===== src/rtl/shift_load_ctrl.sv =====
// Sequencer that loads parallel words into a shift register (regWithBenefits)
// and shifts them out MSB-first, with a one-word holding buffer and abort flush.
module shift_load_ctrl #(
  parameter int   WIDTH    = 8,
  parameter logic FILL_BIT = 1'b0
) (
  input  logic             ck,
  input  logic             rst,
  input  logic [WIDTH-1:0] in_data,
  input  logic             in_valid,
  output logic             in_ready,
  input  logic             abort,
  output logic [WIDTH-1:0] reg_d,
  output logic             reg_ld,
  output logic             reg_shl,
  output logic             reg_clr,
  output logic             reg_serialIn,
  input  logic [WIDTH-1:0] reg_q,
  output logic             ser_out,
  output logic             ser_valid,
  output logic             busy,
  output logic             word_done
);

  localparam int CW = (WIDTH > 1) ? $clog2(WIDTH) : 1;
  localparam logic [CW-1:0] LAST = CW'(WIDTH - 1);

  typedef enum logic [1:0] {IDLE, LOAD, SHIFT, DONE} state_t;

  state_t           state;
  logic [WIDTH-1:0] buf_q;
  logic             buf_full;
  logic [CW-1:0]    cnt;
  logic             xfer;

  assign in_ready = ~buf_full & ~abort & ~rst;
  assign xfer     = in_valid & in_ready;
  assign ser_out  = reg_q[WIDTH-1];
  assign busy     = (state != IDLE) | buf_full;

  // Outputs are registered for the state being entered, so they are Moore
  // outputs of the current state as seen by the register.
  always_ff @(posedge ck or posedge rst) begin
    if (rst) begin
      state        <= IDLE;
      buf_q        <= '0;
      buf_full     <= 1'b0;
      cnt          <= '0;
      reg_d        <= '0;
      reg_ld       <= 1'b0;
      reg_shl      <= 1'b0;
      reg_clr      <= 1'b0;
      reg_serialIn <= 1'b0;
      ser_valid    <= 1'b0;
      word_done    <= 1'b0;
    end else begin
      reg_d        <= '0;
      reg_ld       <= 1'b0;
      reg_shl      <= 1'b0;
      reg_clr      <= 1'b0;
      reg_serialIn <= 1'b0;
      ser_valid    <= 1'b0;
      word_done    <= 1'b0;
      if (abort) begin
        state    <= IDLE;
        buf_full <= 1'b0;
        cnt      <= '0;
        reg_clr  <= 1'b1;
      end else begin
        if (xfer) begin
          buf_q    <= in_data;
          buf_full <= 1'b1;
        end
        case (state)
          IDLE: begin
            if (buf_full) begin
              state  <= LOAD;
              reg_ld <= 1'b1;
              reg_d  <= buf_q;
            end
          end
          LOAD: begin
            buf_full     <= 1'b0;
            cnt          <= '0;
            state        <= SHIFT;
            reg_shl      <= 1'b1;
            reg_serialIn <= FILL_BIT;
            ser_valid    <= 1'b1;
          end
          SHIFT: begin
            if (cnt == LAST) begin
              state     <= DONE;
              word_done <= 1'b1;
            end else begin
              cnt          <= cnt + CW'(1);
              reg_shl      <= 1'b1;
              reg_serialIn <= FILL_BIT;
              ser_valid    <= 1'b1;
            end
          end
          DONE: begin
            // A word arriving on DONE's closing edge loads without an IDLE gap.
            if (buf_full | xfer) begin
              state  <= LOAD;
              reg_ld <= 1'b1;
              reg_d  <= buf_full ? buf_q : in_data;
            end else begin
              state <= IDLE;
            end
          end
          default: state <= IDLE;
        endcase
      end
    end
  end

endmodule


===== config.mk =====
export PLATFORM = sky130hd
export DESIGN_NAME = shift_load_ctrl
export DESIGN_NICKNAME = d
export VERILOG_FILES = /design/src/rtl/shift_load_ctrl.sv
export SDC_FILE = /design/constraint.sdc
export NUM_CORES = 1
export LEC_CHECK = 0
export ABC_AREA = 1
export CORE_ASPECT_RATIO = 1.5
export CORE_MARGIN = 1
export CORE_UTILIZATION = 46
export DETAILED_ROUTE_END_ITERATION = 6
export MAX_ROUTING_LAYER = met4
export PLACE_DENSITY_LB_ADDON = 0.1
export SLEW_MARGIN = 20
export SYNTH_ARGS = -nofsm -noshare
export SYNTH_HDL_FRONTEND = slang
export SYNTH_SLANG_ARGS = --single-unit

===== constraint.sdc =====
create_clock -name ck -period 1.8 [get_ports ck]
set_clock_uncertainty 0.15 [all_clocks]
set_input_delay 0.45 -clock ck [delete_from_list [all_inputs] [get_ports ck]]
set_output_delay 0.45 -clock ck [all_outputs]
set_load 0.01 [all_outputs]

==> reports/metrics.yaml <==
outcome:
  outcome: "completed"
sta:
  finalSetupViolCount: 0
  fin_hold_ws_ns: 0.267
  hold_viol: 0
  totalNegativeSetupSlack_ns: 0
  timing.final.crit_share_pct: 98.2
  maxClockFrequency_mhz: 566
  unrepaired_setup_endpoints_after_global_routing: "yes"
  post-route-worst-setup-slack_ns: 0.0333
  slew_viol_final: 0
  shortest_period_the_worst_path_allows_ns: 1.77
grt:
  globalRouteMet3Util_pct: 2.20
  first_global_vias: 1046
  grt_antenna_before_repair: 0
  largest_net_degree_at_the_start_of_global_routing: 27
  global_route.peak_usage_layer: "met2"
  grt_util_met1_pct: 23.4
  grt_first_pass_wirelength_um: 4440
  grt.met2_usage_pct: 37.1
  gr-usage-all-layers_pct: 20.9
  global_route_overflow: 0
synthesis:
  synth_seq_cells: 26
  share_of_the_synthesized_netlist_area_taken_by_xor_and_xnor_gates_pct: 0
  synth_sequential_area_ratio_pct: 53.0
  syn-num-nets: 165
  synth_area_um2: 1230
  netlist_instances: 138
  synth_compound_area_share_pct: 8.25
  synth.avg_cell_area_um2: 8.90
  dominantRegCellSynth: "dfrtp_1"
  asr_flop_ratio_synth_pct: 100
  synth-simple-area-share_pct: 23.9
  ys.warnings.count: 0
  muxShareOfSynthArea_pct: 0
  combinational_family_with_the_most_area_after_synthesis: "simple AND/OR/NAND/NOR gates"
  yosysUniqueCellTypes: 22
  post_synth_edffs: 0
  synthesized_area_fraction_occupied_by_adder_cells_pct: 7.13
worst_setup_path:
  timing.critical_path.to_type: "output pin"
  critPathSlowestCell: "dfrtp_2"
  start_kind: "flop"
  cp.arrival_ns: 1.17
  crit_type: "flop to output pin"
  timing.critical_path.required_ns: 1.20
  critical_path.n_buffers_inverters: 3
  critical_path.max_fanout: 3
  cp_slowest_stage_delay_ns: 0.46
  critPathTopFamily: "flip-flops"
  cp_cell_sequence: "buf_4, inv_2, nand2_4, buf_6"
detailed_routing:
  routed_wl_um: 2550
  avgViaCountPerCell: 5.21
  wire_per_inst_um: 12.2
  drt_first_iter_violations: 24
  route.detailed.drc: 0
  vias: 1089
  drtPass1Iterations: 5
  drt.antenna.violating_nets: 0
finish:
  area_growth_pct: 40.4
  layout_commonest_cell: "nand2_1"
  mostFrequentLayoutCells: "29 x nand2_1, 25 x dfrtp_1, 22 x buf_4"
  finalNetCount: 213
  number_of_antenna_cells_inserted: 0
  drive_above_1_share_pct: 22.7
  finalInstanceArea_um2: 1730
run:
  max_cap_violations: 0
placement:
  placed_cell_area_um2: 1610
  finalWeightedCongestion: 0.826
  post-place-ws_ns: -0.500
  hpwlAfterDp_um: 1870
  number_of_i_o_port_buffers: 26
power_and_ir_drop:
  switching_power_uw: 499
  power.density_cell_area_nw_per_um2: 954
  clock_power_share_pct: 24.2
  design_power_total_uw: 1650
  combPwrFrac_pct: 34.0
  irDropWorstVdd_uv: 801
  power_report.internal_total_uw: 1150
  p_seq_share_pct: 41.8
  power_switching_share_pct: 30.3
  power_leakage_uw: 0.000998
clock_tree:
  cts.root.buffer_cell: "clkbuf_4"
  tritoncts: "yes"
  clk_path_buf_depth: 2
  clk_transition_reported_paths_ns: 0.14
  clock-sinks: 26
  ctsHtreeMaxLevel: 1
  number_of_buffers_inserted_during_clock_tree_synthesis: 3
  worstSkewPairLatency_ns: 0.32
die:
  die_area_um2: 2890
  floorplan.initialDensity_pct: 49.6
  std_cell_rows: 22
  chipWidth_um: 44.2
  ios: 37
  core_region_area_um2: 2480
  die_h_um: 65.3
worst_hold_path:
  holdCritPathClass: "input pin to asynchronous set/reset pin"
## worst register-to-register path: stages (launching register included)
cell,delay (ns)
dfrtp_1,0.39
inv_2,0.07
buf_4,0.14
ha_1,0.30
nor2_1,0.18
buf_4,0.16
nand3_1,0.07
a21oi_1,0.13
## cells by family (layout without fill, tap and decap cells)
family / after synthesis / count (layout)
other: 1 / 1
AND/OR/NAND/NOR: 65 / 65
adder cells (fa/ha/maj): 7 / 7
AO/OA/AOI/OAI: 19 / 19
flip-flops: 26 / 26
buffers and inverters: 20 / 67
## power groups by stage
stage	Sequential (uW)	Combinational (uW)	Clock (uW)
after detailed placement	699	500	0
after global routing	696	627	430
after floorplan	702	265	0
after global placement	695	481	0
final	689	559	399
after CTS	689	511	407
## final timing paths
path,start,to,slack [ns],depth (start not counted)
max,buf_full,busy,0.03,4
min,rst,reg_clr,0.27,3
max reg2reg,state[0],reg_d[4],0.15,7
min reg2reg,buf_q[6],buf_q[6],0.34,2
max in group asynchronous,rst,buf_full,0.97,3
min in group ck,buf_q[6],buf_q[6],0.34,2
## layer usage
| layer | wire, um | up-vias |
|---|---|---|
| met5 | 0 | - |
| met4 | 52 | 0 |
| met2 | 1410 | 16 |
| met1 | 1020 | 542 |
| li1 | - | 527 |
| met3 | 68 | 4 |
## cell usage after synthesis (2+ instances only)
cell	n	share of area, %
o21ai_1	5	2.0
nand2_1	30	9.2
inv_1	14	4.3
nor3_2	2	1.6
dfrtp_1	26	53
or2_2	3	1.5
and2_1	4	2.0
a21oi_1	6	2.4
o21ai_0	5	2.0
nor2_1	16	4.9
buf_4	4	2.4
nand3_1	7	2.9
ha_1	7	7.1
## layout make-up
cell class	count	area [um2]
clock inverters	1	30.0
clock buffers	3	22.5
multi-input cells	92	513
flip-flops and latches	26	652
well taps	24	30.0
inverters	15	60.1
fillers	210	752
repair buffers	48	418
## timing repair
item | in CTS | in global routing
buffers inserted | 4 | 2
hold endpoints to repair | 0 | 0
hold buffers | 0 | 0
gates resized for setup | 23 | 9
pin swaps | 2 | 1
setup endpoints to repair | 11 | 8
## state kept, by name, indices dropped and copies added (netlist names)
register / flops
buf_full: 1
reg_clr: 1
cnt: 3
reg_ld: 1
word_done: 1
state: 2
reg_d: 8
ser_valid: 1
buf_q: 8
## stage by stage
| stage | instances | utilization, % |
|---|---|---|
| floorplan | 138 | - |
| global placement | 199 | 64.9 |
| detailed placement | 199 | 64.9 |
| CTS | 207 | 67.8 |
| global route | 209 | 69.6 |
| finish | 209 | 69.6 |
Power figures use the tool's default switching activity.
